<file path="config.mk">
export PLATFORM = sky130hd
export DESIGN_NAME = psum_acc
export DESIGN_NICKNAME = d
export VERILOG_FILES = /design/src/rtl/psum_pkg.sv /design/src/rtl/psum_sat_add.sv /design/src/rtl/psum_acc.sv
export SDC_FILE = /design/constraint.sdc
export NUM_CORES = 1
export LEC_CHECK = 0
export BUFFER_PORTS_ARGS = -buffer_cell sky130_fd_sc_hd__buf_2
export CAP_MARGIN = 20
export CORE_UTILIZATION = 50
export CTS_CLUSTER_SIZE = 20
export DETAILED_ROUTE_END_ITERATION = 16
export PLACE_DENSITY = 0.86
export SKIP_LAST_GASP = 1
export SLEW_MARGIN = 10
export SYNTH_ARGS = -nofsm -noshare
export SYNTH_HDL_FRONTEND = slang
export SYNTH_SLANG_ARGS = --single-unit
export TNS_END_PERCENT = 20
</file>
<file path="constraint.sdc">
create_clock -name i_clk -period 2.7 [get_ports i_clk]
set_clock_uncertainty 0.2 [all_clocks]
set_input_delay 0.135 -clock i_clk [delete_from_list [all_inputs] [get_ports i_clk]]
set_output_delay 0.135 -clock i_clk [all_outputs]
set_load 0.03 [all_outputs]
</file>
<file path="src/rtl/psum_pkg.sv">
// Shared types and default widths for the partial-sum accumulator.
package psum_pkg;

    localparam int PSUM_MUL_W = 16;
    localparam int PSUM_ACC_W = 24;
    localparam int PSUM_LEN_W = 8;

    typedef enum logic [1:0] {
        ST_IDLE = 2'd0,
        ST_ACC  = 2'd1,
        ST_DONE = 2'd2
    } psum_state_e;

endpackage

</file>
<file path="src/rtl/psum_sat_add.sv">
// ACC_W-bit signed adder with overflow flag and optional clamp to the signed range.
module psum_sat_add #(
    parameter int ACC_W  = 24,
    parameter bit SAT_EN = 1'b0
) (
    input  logic signed [ACC_W-1:0] i_a,
    input  logic signed [ACC_W-1:0] i_b,
    output logic signed [ACC_W-1:0] o_sum,
    output logic                    o_ovf
);

    logic [ACC_W:0] wide_s;

    // One guard bit exposes signed overflow; its value is the sign of the true sum.
    always_comb begin
        wide_s = {i_a[ACC_W-1], i_a} + {i_b[ACC_W-1], i_b};
        o_ovf  = wide_s[ACC_W] ^ wide_s[ACC_W-1];
        if (SAT_EN && o_ovf) begin
            if (wide_s[ACC_W]) begin
                o_sum = {1'b1, {(ACC_W-1){1'b0}}};
            end else begin
                o_sum = {1'b0, {(ACC_W-1){1'b1}}};
            end
        end else begin
            o_sum = wide_s[ACC_W-1:0];
        end
    end

endmodule

</file>
<file path="src/rtl/psum_acc.sv">
// Accumulates a counted burst of signed products and hands the sum downstream.
// Define PSUM_ACC_SAT_EN for saturating adds and a live o_sat flag.
module psum_acc
    import psum_pkg::*;
#(
    parameter int MUL_W = PSUM_MUL_W,
    parameter int ACC_W = PSUM_ACC_W,
    parameter int LEN_W = PSUM_LEN_W
) (
    input  logic                    i_clk,
    input  logic                    i_resetn,
    input  logic                    i_start,
    input  logic [LEN_W-1:0]        i_len,
    input  logic                    i_valid,
    input  logic signed [MUL_W-1:0] i_mul,
    output logic                    o_in_ready,
    output logic                    o_out_valid,
    input  logic                    i_out_ready,
    output logic signed [ACC_W-1:0] o_psum,
    output logic                    o_sat
);

`ifdef PSUM_ACC_SAT_EN
    localparam bit SAT_EN = 1'b1;
`else
    localparam bit SAT_EN = 1'b0;
`endif

    psum_state_e             state_q, state_d;
    logic signed [ACC_W-1:0] acc_q, acc_d;
    logic [LEN_W-1:0]        cnt_q, cnt_d;
    logic [LEN_W-1:0]        len_q, len_d;
    logic                    sat_q, sat_d;
    logic                    in_rdy_q, in_rdy_d;
    logic                    out_vld_q, out_vld_d;
    logic signed [ACC_W-1:0] mul_ext_s;
    logic signed [ACC_W-1:0] add_sum_s;
    logic                    add_ovf_s;
    logic                    beat_s;

    assign mul_ext_s = ACC_W'(i_mul);
    assign beat_s    = i_valid & in_rdy_q;

    psum_sat_add #(
        .ACC_W  (ACC_W),
        .SAT_EN (SAT_EN)
    ) u_add (
        .i_a   (acc_q),
        .i_b   (mul_ext_s),
        .o_sum (add_sum_s),
        .o_ovf (add_ovf_s)
    );

    // Next-state, datapath and handshake flags; handshake flags follow the next state.
    always_comb begin
        state_d = state_q;
        acc_d   = acc_q;
        cnt_d   = cnt_q;
        len_d   = len_q;
        sat_d   = sat_q;
        case (state_q)
            ST_IDLE: begin
                if (i_start) begin
                    acc_d   = {ACC_W{1'b0}};
                    cnt_d   = {LEN_W{1'b0}};
                    sat_d   = 1'b0;
                    len_d   = i_len;
                    state_d = (i_len == {LEN_W{1'b0}}) ? ST_DONE : ST_ACC;
                end else begin
                    state_d = ST_IDLE;
                end
            end
            ST_ACC: begin
                if (beat_s) begin
                    acc_d = add_sum_s;
                    cnt_d = cnt_q + LEN_W'(1);
                    sat_d = sat_q | (SAT_EN & add_ovf_s);
                    if (cnt_q == len_q - LEN_W'(1)) begin
                        state_d = ST_DONE;
                    end else begin
                        state_d = ST_ACC;
                    end
                end else begin
                    state_d = ST_ACC;
                end
            end
            ST_DONE: begin
                if (i_out_ready) begin
                    state_d = ST_IDLE;
                end else begin
                    state_d = ST_DONE;
                end
            end
            default: begin
                state_d = ST_IDLE;
            end
        endcase
        in_rdy_d  = (state_d == ST_ACC);
        out_vld_d = (state_d == ST_DONE);
    end

    // State and datapath registers; reset discards any in-flight sum.
    always_ff @(posedge i_clk or negedge i_resetn) begin
        if (!i_resetn) begin
            state_q   <= ST_IDLE;
            acc_q     <= {ACC_W{1'b0}};
            cnt_q     <= {LEN_W{1'b0}};
            len_q     <= {LEN_W{1'b0}};
            sat_q     <= 1'b0;
            in_rdy_q  <= 1'b0;
            out_vld_q <= 1'b0;
        end else begin
            state_q   <= state_d;
            acc_q     <= acc_d;
            cnt_q     <= cnt_d;
            len_q     <= len_d;
            sat_q     <= sat_d;
            in_rdy_q  <= in_rdy_d;
            out_vld_q <= out_vld_d;
        end
    end

    assign o_in_ready  = in_rdy_q;
    assign o_out_valid = out_vld_q;
    assign o_psum      = acc_q;
    assign o_sat       = sat_q;

endmodule

</file>
==> results of run 1 <==
[power breakdown]
| group | switching, W | total, W | internal, W |
|---|---|---|---|
| clock | 0.000245 | 0.000426 | 0.000181 |
| sequential | 0.000308 | 0.00127 | 0.000959 |
| combinational | 0.00191 | 0.00320 | 0.00129 |
| total | 0.00246 | 0.00489 | 0.00243 |
[tightest hold or removal path, cell delays in order]
cell and delay (ps):
buf_2 100, nand2_1 50, mux2_2 150, o2bb2ai_1 60
[area by class of cell]
| cell class | count | area share, % |
|---|---|---|
| clock buffer | 6 | 1.90 |
| inverter | 5 | 0.492 |
| multi-input combinational | 285 | 53.0 |
| tap | 75 | 2.46 |
| sequential | 44 | 28.9 |
| clock inverter | 2 | 0.328 |
| timing repair buffer | 78 | 13.0 |
[metal layers]
| metal | global-route usage [%] | share of wire (%) |
|---|---|---|
| met1 | 30.8 | 45 |
| met5 | 0 | 0 |
| met3 | 4.33 | 4.7 |
| met2 | 39.8 | 48 |
| met4 | 9.12 | 2.0 |
[timing repair]
action / 4_1_cts / 5_1_grt
resized for setup: 0 / 1
endpoints found under the hold margin: 54 / 0
hold buffers: 10 / 0
setup endpoints to repair: 2 / 8
cloned: 0 / 0
pin swaps: 1 / 0
[kinds of logic (layout without fill, tap and decap cells)]
group / count (synthesis) / in the layout / share of synthesized area [%]
flops: 44 / 44 / 34.6
buf+inv: 19 / 91 / 2.40
xor+xnor: 34 / 34 / 9.37
simple gates: 103 / 103 / 15.2
fa+ha+maj: 26 / 26 / 10.5
other cells: 1 / 1 / 0.118
mux: 8 / 8 / 2.80
compound gates: 113 / 113 / 25.0
[cell usage in the layout, fill, tap and decap left out, drive strengths merged, types with 7 or more instances in the layout]
cell type,netlist,final
a21oi,22,22
mux2,7,7
buf,2,68
nand2,40,40
dfrtp,44,44
ha,25,25
nor2,27,27
dlygate4sd3,0,10
o21ai,38,38
nand3,7,7
a22o,7,7
xor2,17,17
xnor2,17,17
[final timing paths]
check                      startpoint  cells past startpoint     endpoint  slack (ps)
hold / removal                i_start                      4  o_out_valid          20
setup reg to reg            o_psum[0]                      9   o_psum[22]         -40
hold reg to reg            o_psum[14]                      2   o_psum[14]         310
setup / recovery            o_psum[0]                      9   o_psum[22]         -40
min in group asynchronous    i_resetn                      2   o_psum[16]         140
max in group asynchronous    i_resetn                      3    o_psum[0]        1650
[per-stage QoR]
step | instance area [sq um] | hold WS [ps] | util [%] | total power (W)
floorplan | 3180 | -361 | - | 0.00357
global placement | 3600 | 150 | 59.7 | 0.00428
detailed placement | 3600 | 159 | 59.7 | 0.00440
CTS | 3780 | 18.0 | 62.7 | 0.00485
global route | 3820 | 20.2 | 63.3 | 0.00529
finish | 3820 | 17.1 | 63.3 | 0.00489
[sequential cells by signal, summed over array words and instances, names as in the netlist]
register,cells
len_q,8
o_in_ready,1
o_out_valid,1
cnt_q,8
state_q,2
o_psum,24
==> flow_summary_export.csv, run 1 <==
group,metric,value,unit
routing,num_vias,2882,
die,start_util,52.7,%
run_status,status,"complete, but fails checks",
synthesis,yosys.cell_count.top_type,"dfrtp_1",
clock_network,htreeDepth,2,
run_status,failed_checks,"setup timing",
synthesis,synth_commonest_cells,"44 x dfrtp_1, 40 x nand2_1, 38 x o21ai_0",
die,design.core.area,6030,sq um
routing,drtIter0Drc,107,
grt,grt_first_pass_wirelength,12300,um
worst_setup_path,cp.arrival,2750,ps
timing,clock.fmax,0.365,GHz
worst_setup_path,slowest_stage,"dfrtp_2",
synthesis,synth_cells,348,
clock_network,post_cts_buffers,0,
routing,dr.pass1.iters,5,
synthesis,synth.distinct_cells,59,
synthesis,syn_nets,403,
cells_and_area,seqCellArea,1100,sq um
timing,relSlewSlack,62.9,%
timing,fin_crit_sh,102,%
timing,fin_ws,-42.7,ps
timing,slew_violations,0,
synthesis,synthArstFlopShare,100,%
die,rows,28,
placed_design,place_inst,476,
grt,antenna_found_initial,0,
timing,worst_pin_slew,555,ps
power,ir_drop,0.000708,V
clock_network,cts_tree,"built",
cells_and_area,nNetsFinal,474,
placed_design,hpwl,5580,um
synthesis,ys.flop_type,"dfrtp_1",
grt,grt.total_usage,24.0,%
cells_and_area,layoutNonFillerInstCount,495,
timing,hold_viol,0,
cells_and_area,num-fill-cells,495,
routing,wl_per_cell,15.4,um
grt,grt_pass1_vias,2711,
worst_setup_path,cp-end-kind,"flip-flop",
cells_and_area,layout-drive-gt1-share,22.9,%
synthesis,synthTopCellsByArea,"dfrtp_1 35%, ha_1 9.8%, o21ai_0 6.0%",
placed_design,gp_congestion,0.886,
grt,grt-ovfl-total,0,
die,dieArea,6680,sq um
clock_network,clkTransAtPathRegs,90,ps
worst_hold_path,hp-class,"in2reg",
power,power.density,1280,nW/um^2
routing,ant_nets,0,
clock_network,clkSinkCount,44,
timing,setup_violations,1,
synthesis,synth_edf_count,0,
die,die_x,81.7,um
worst_setup_path,path_class,"reg2reg",
worst_setup_path,worstPathCellList,"ha_2, fa_2, a211o_1, a21oi_4, o31ai_4, o2111ai_4, a2111oi_2, or3_1, a32o_1",
timing,rsz0062_at_grt,"yes",
synthesis,yosysTopAreaCellShare,34.6,%
die,die_h,81.7,um
job,cap_violations,0,
worst_setup_path,worstPathRequired,2700,ps
worst_setup_path,crit_fanout,3,
die,io-pin-count,56,
synthesis,ys_seq_area_share,34.6,%
cells_and_area,multi_input_area,2020,sq um
cells_and_area,syn2layout_area_growth,20.1,%
routing,vias_per_cell,5.82,
clock_network,clk_latency,310,ps
timing,post-route-min-period,2740,ps
routing,drc,0,
worst_setup_path,cp_top_family,"compound AO/OA/AOI/OAI gates",
synthesis,synth_seq_cells,44,
clock_network,clock-root-buffer,"clkbuf_8",
worst_setup_path,max_stage_delay,410,ps
placed_design,portBuffers,54,
timing,tns,-42.7,ps
grt,grt_max_degree,45,
synthesis,ys_warn_count,0,
synthesis,yosysTopAreaCell,"dfrtp_1",
routing,wl,7620,um
cells_and_area,num_antenna_cells,0,
clock_network,cts_buffers,5,
power,p_leak,1.71,nW
synthesis,syn_avg_cell_area,9.13,sq um
placed_design,place_ws,-81.1,ps
worst_setup_path,startpoint_type,"flip-flop",
clock_network,cts_max_path_buffers,2,
worst_setup_path,path_buf_inv,0,
synthesis,syn_area,3180,sq um
Note: power is estimated with default switching activity, not from simulation.
==> run 2, diff against run 1 <==
--- a/config.mk
+++ b/config.mk
@@ -12,5 +12,4 @@
 export DETAILED_ROUTE_END_ITERATION = 16
 export PLACE_DENSITY = 0.86
-export SKIP_LAST_GASP = 1
 export SLEW_MARGIN = 10
 export SYNTH_ARGS = -nofsm -noshare
==> constraint.sdc (replaced) <==
create_clock -name i_clk -period 2.7 [get_ports i_clk]
set_clock_uncertainty 0.2 [all_clocks]
set_input_delay 0.54 -clock i_clk [delete_from_list [all_inputs] [get_ports i_clk]]
set_output_delay 0.54 -clock i_clk [all_outputs]
set_load 0.03 [all_outputs]
==> flow_summary_export.csv, run 2 (synthesis results as in run 1) <==
group,metric,value,unit
worst_setup_path,r2r-start,"o_psum[0]",
routing,wl_per_cell,15.5,um
cells_and_area,layout-drive-gt1-share,28.7,%
cells_and_area,largest_reg_flops,24,
die,rows,28,
grt,antenna_found_initial,0,
grt,grt_first_pass_wirelength,12800,um
routing,wl,7910,um
power,intPower,0.00262,W
timing,holdWs,38.3,ps
clock_network,cts_hold_buf,0,
run_status,failed_checks,"setup timing",
worst_setup_path,worstPathRequired,2690,ps
run_status,status,"complete, but fails checks",
power,p_total,0.00513,W
timing,relSlewSlack,60.2,%
cells_and_area,final_common_cell,"buf_2",
cells_and_area,final_cell_mix,"54 x buf_2, 44 x dfrtp_1, 40 x nand2_1, 40 x buf_4, 36 x o21ai_0",
timing,rsz0062_at_grt,"yes",
cells_and_area,num-fill-cells,474,
die,die_h,81.7,um
worst_setup_path,cp.arrival,2760,ps
placed_design,place_ws,-385,ps
power,ir_drop,0.000683,V
power,power.switching,0.00252,W
grt,grt_max_degree,26,
worst_setup_path,cp-end-kind,"flip-flop",
timing,hold_viol,0,
routing,num_vias,2947,
die,io-pin-count,56,
clock_network,clkTransAtPathRegs,90,ps
power,seq_power_share,24.5,%
timing,slew_violations,0,
placed_design,gp_congestion,0.912,
power,clkPwrFrac,8.0,%
clock_network,clock-root-buffer,"clkbuf_8",
grt,grt_pass1_vias,2937,
power,p_leak,1.79,nW
cells_and_area,num_antenna_cells,0,
worst_setup_path,slowest_stage,"dfrtp_1",
timing,post-route-min-period,2770,ps
cells_and_area,nNetsFinal,491,
timing,worst_pin_slew,597,ps
worst_setup_path,r2r_setup_slack,-70,ps
placed_design,hpwl,6130,um
grt,grt.total_usage,24.7,%
worst_setup_path,worst_r2r_endpoint,"o_psum[22]",
routing,drc,0,
placed_design,dpl_cell_area,3810,sq um
die,design.core.area,6030,sq um
routing,vias_per_cell,5.77,
worst_setup_path,crit_fanout,3,
timing,fin_crit_sh,103,%
job,cap_violations,0,
clock_network,clk_latency,300,ps
power,netSwitchingFraction,49.0,%
die,die_x,81.7,um
die,start_util,52.7,%
timing,setup_violations,1,
clock_network,htreeDepth,2,
cells_and_area,final_cell_area,3910,sq um
worst_setup_path,reg2reg_depth,9,
power,combPwrFrac,67.6,%
placed_design,portBuffers,54,
die,dieArea,6680,sq um
worst_setup_path,path_class,"reg2reg",
power,power.density,1310,nW/um^2
worst_setup_path,startpoint_type,"flip-flop",
clock_network,cts_max_path_buffers,2,
routing,ant_nets,0,
grt,grt-ovfl-total,0,
cells_and_area,syn2layout_area_growth,23.0,%
routing,dr.pass1.iters,4,
cells_and_area,utilization,64.8,%
worst_hold_path,hp-class,"in2async",
clock_network,cts_tree,"built",
worst_setup_path,path_buf_inv,0,
clock_network,clkSinkCount,44,
timing,clock.fmax,0.360,GHz
clock_network,cts_buffers,5,
worst_setup_path,worstPathCellList,"ha_2, fa_2, a211o_1, a21oi_2, o31ai_4, o2111ai_4, a2111oi_2, or3_1, a32o_1",
routing,drtIter0Drc,153,
worst_setup_path,cp_top_family,"compound AO/OA/AOI/OAI gates",
worst_setup_path,max_stage_delay,400,ps
timing,fin_ws,-74.7,ps
run 2: cell count changes in the layout (fill, tap and decap cells not counted), moves of 2 or more:
cell | previous run | this run
a21oi_2 | 0 | 2
buf_4 | 13 | 40
dlygate4sd3_1 | 10 | 0
ha_1 | 24 | 22
ha_2 | 1 | 3
o21ai_0 | 38 | 36
o21ai_1 | 0 | 2
run 2: worst max-delay path by stage:
stage / from / end / slack [ps] / cells past startpoint
3_3_place_gp: i_mul[0] / o_psum[22] / -340 / 10
2_1_floorplan: i_mul[0] / o_psum[22] / -200 / 9
3_5_place_dp: i_mul[0] / o_psum[22] / -390 / 10
6_report: o_psum[0] / o_psum[22] / -70 / 9
4_1_cts: o_psum[0] / o_psum[22] / -70 / 9
5_1_grt: o_psum[0] / o_psum[22] / -170 / 9
run 2: worst reg2reg max path: stages, from the launching register on:
cell and delay [ps]:
dfrtp_1 400, ha_2 190, fa_2 370, a211o_1 300
a21oi_2 200, o31ai_4 110, o2111ai_4 210, a2111oi_2 110
or3_1 320, a32o_1 250
run 2: power groups by stage:
stage / Sequential [W] / Clock, W / Combinational (W)
floorplan: 0.00155 / 0 / 0.00201
global placement: 0.00125 / 0 / 0.00328
detailed placement: 0.00126 / 0 / 0.00341
CTS: 0.00125 / 0.000425 / 0.00344
global route: 0.00130 / 0.000449 / 0.00380
finish: 0.00126 / 0.000410 / 0.00347
run 2: per-layer routing:
| metal | up-vias | GRT usage [%] | part of all wire, % | wire length (um) |
|---|---|---|---|---|
| met4 | 0 | 9.12 | 1.6 | 128 |
| li1 | 1453 | - | - | - |
| met5 | - | 0 | 0 | 0 |
| met3 | 13 | 4.78 | 5.1 | 401 |
| met2 | 84 | 44.5 | 51 | 4020 |
| met1 | 1397 | 28.7 | 42 | 3360 |
run 2: what timing repair did:
action | CTS | global route
setup endpoints to repair | 2 | 8
buffers inserted | 1 | 0
gates resized for setup | 1 | 5
gates cloned | 0 | 0
pin swaps | 1 | 1
run 2: layout make-up:
class	instances	area, sq um	share of cell area, %
Clock inverter	2	12.5	0.320
Sequential cell	44	1100	28.2
Multi-Input combinational cell	285	2020	51.7
Timing Repair Buffer	95	591	15.1
Inverter	5	18.8	0.480
Tap cell	75	93.8	2.40
Clock buffer	5	68.8	1.76
run 2: through the flow:
step / instances / TNS [ps]
6_report: 511 / -74.7
5_1_grt: 511 / -408
4_1_cts: 511 / -75.5
3_5_place_dp: 503 / -1670
3_3_place_gp: 503 / -1140
2_1_floorplan: 348 / -204
==> run 3, diff against run 2 <==
Settings changed: PLACE_DENSITY 0.86 to 0.73, SLEW_MARGIN 10 to 5.
Clock period 2.7 ns to 2.57 ns, I/O delays scaled along.
==> flow_summary_export.csv, run 3 (synthesis results as in run 1) <==
group,metric,value,unit
grt,grt_first_pass_wirelength,13200,um
worst_setup_path,worstSetupStartpoint,"o_psum[0]",
power,netSwitchingFraction,47.8,%
timing,slew_violations,0,
clock_network,cts_tree,"built",
grt,antenna_found_initial,0,
routing,ant_nets,0,
worst_setup_path,r2r-start,"o_psum[0]",
timing,fin_ws,-167,ps
die,die_x,81.7,um
routing,dr.pass1.iters,4,
cells_and_area,largest_reg_flops,24,
run_status,status,"complete, but fails checks",
clock_network,cts_buffers,5,
clock_network,cts_max_path_buffers,2,
placed_design,hpwl,6160,um
placed_design,place_ws,-439,ps
worst_setup_path,reg2reg_depth,9,
routing,drtIter0Drc,153,
power,seq_power_share,22.9,%
die,start_util,52.7,%
cells_and_area,layout-drive-gt1-share,34.1,%
placed_design,dpl_cell_area,3970,sq um
die,die_h,81.7,um
worst_setup_path,worst_r2r_endpoint,"o_psum[22]",
timing,worst_pin_slew,512,ps
worst_setup_path,startpoint_type,"flip-flop",
timing,setup_violations,3,
grt,grt_max_degree,25,
clock_network,clkTransAtPathRegs,100,ps
routing,wl,8180,um
cells_and_area,num_antenna_cells,0,
worst_setup_path,endpoint,"o_psum[22]",
timing,holdWs,237,ps
worst_setup_path,path_class,"reg2reg",
routing,vias_per_cell,5.66,
cells_and_area,final_cell_mix,"63 x buf_4, 54 x buf_2, 43 x dfrtp_1",
power,clkPwrFrac,8.1,%
cells_and_area,num-fill-cells,489,
worst_setup_path,worstPathRequired,2570,ps
cells_and_area,syn2layout_area_growth,30.2,%
clock_network,clkSinkCount,44,
timing,hold_viol,0,
die,dieArea,6680,sq um
power,intPower,0.00300,W
cells_and_area,nNetsFinal,515,
worst_setup_path,crit_fanout,2,
power,power.switching,0.00275,W
cells_and_area,final_common_cell,"buf_4",
placed_design,gp_congestion,0.852,
power,combPwrFrac,69.0,%
power,ir_drop,0.000742,V
cells_and_area,utilization,68.7,%
grt,grt_pass1_vias,2876,
clock_network,clock-root-buffer,"clkbuf_8",
grt,grt.total_usage,25.7,%
routing,drc,0,
power,power.density,1390,nW/um^2
routing,wl_per_cell,15.3,um
die,io-pin-count,56,
timing,post-route-min-period,2740,ps
timing,fin_crit_sh,106,%
placed_design,portBuffers,54,
clock_network,clk_latency,310,ps
worst_hold_path,hp-class,"in2reg",
timing,clock.fmax,0.365,GHz
run_status,failed_checks,"setup timing",
cells_and_area,layoutNonFillerInstCount,536,
routing,num_vias,3032,
power,p_leak,1.92,nW
worst_setup_path,cp-end-kind,"flip-flop",
die,rows,28,
placed_design,place_inst,525,
clock_network,htreeDepth,2,
job,cap_violations,0,
timing,rsz0062_at_grt,"yes",
worst_setup_path,cp.arrival,2740,ps
die,design.core.area,6030,sq um
timing,relSlewSlack,65.9,%
worst_setup_path,r2r_setup_slack,-170,ps
grt,grt-ovfl-total,0,
cells_and_area,final_cell_area,4140,sq um
==> run 3: timing repair <==
action / CTS / global route
buffers inserted: 1 / 1
hold buffers: 1 / 0
gates resized for setup: 2 / 17
pin swaps: 1 / 3
hold endpoints to repair: 20 / 0
setup endpoints to repair: 6 / 14
==> run 3: critical path, cell delays in order, from the launching register on <==
cell       delay [ps]
dfrtp_2           420
ha_2              190
fa_2              340
a211o_1           290
a21oi_2           220
o31ai_4           110
o2111ai_4         200
a2111oi_2         100
or3_1             310
a32o_1            250
==> run 3: area by class of cell <==
type	count	area (sq um)	area share, %
Multi-Input combinational cell	285	2070	49.9
Inverter	5	18.8	0.453
Clock inverter	2	12.5	0.302
Sequential cell	44	1100	26.6
Timing Repair Buffer	119	773	18.7
Clock buffer	6	72.6	1.75
Tap cell	75	93.8	2.27
==> run 3: metrics by stage <==
step                TNS (ps)  power, W
finish                  -230   0.00575
global route            -703   0.00620
CTS                     -227   0.00563
detailed placement     -2530   0.00513
global placement       -1990   0.00500
floorplan               -333   0.00375
==> run 3: per-layer routing <==
layer / GRT usage (%) / up-vias / share of wire, %
met4: 6.67 / 0 / 1.1
met3: 4.33 / 10 / 3.5
met5: 0 / - / 0
met2: 44.5 / 72 / 49
met1: 32.8 / 1452 / 47
li1: - / 1498 / -
==> run 3: worst min path at each step <==
stage	from	slack (ps)	to	cells past startpoint
final	i_len[0]	240	len_q[0]	3
after global routing	i_len[1]	240	len_q[1]	3
after CTS	i_len[0]	240	len_q[0]	3
after detailed placement	o_psum[6]	300	o_psum[6]	2
after global placement	o_psum[14]	290	o_psum[14]	2
after floorplan	i_resetn	20	cnt_q[0]	0
==> run 3: power groups by stage <==
stage	Sequential (W)	Combinational (W)	Clock, W
final	0.00132	0.00397	0.000463
after global placement	0.00131	0.00370	0
after CTS	0.00131	0.00385	0.000468
after floorplan	0.00163	0.00212	0
after detailed placement	0.00132	0.00380	0
after global routing	0.00137	0.00435	0.000490
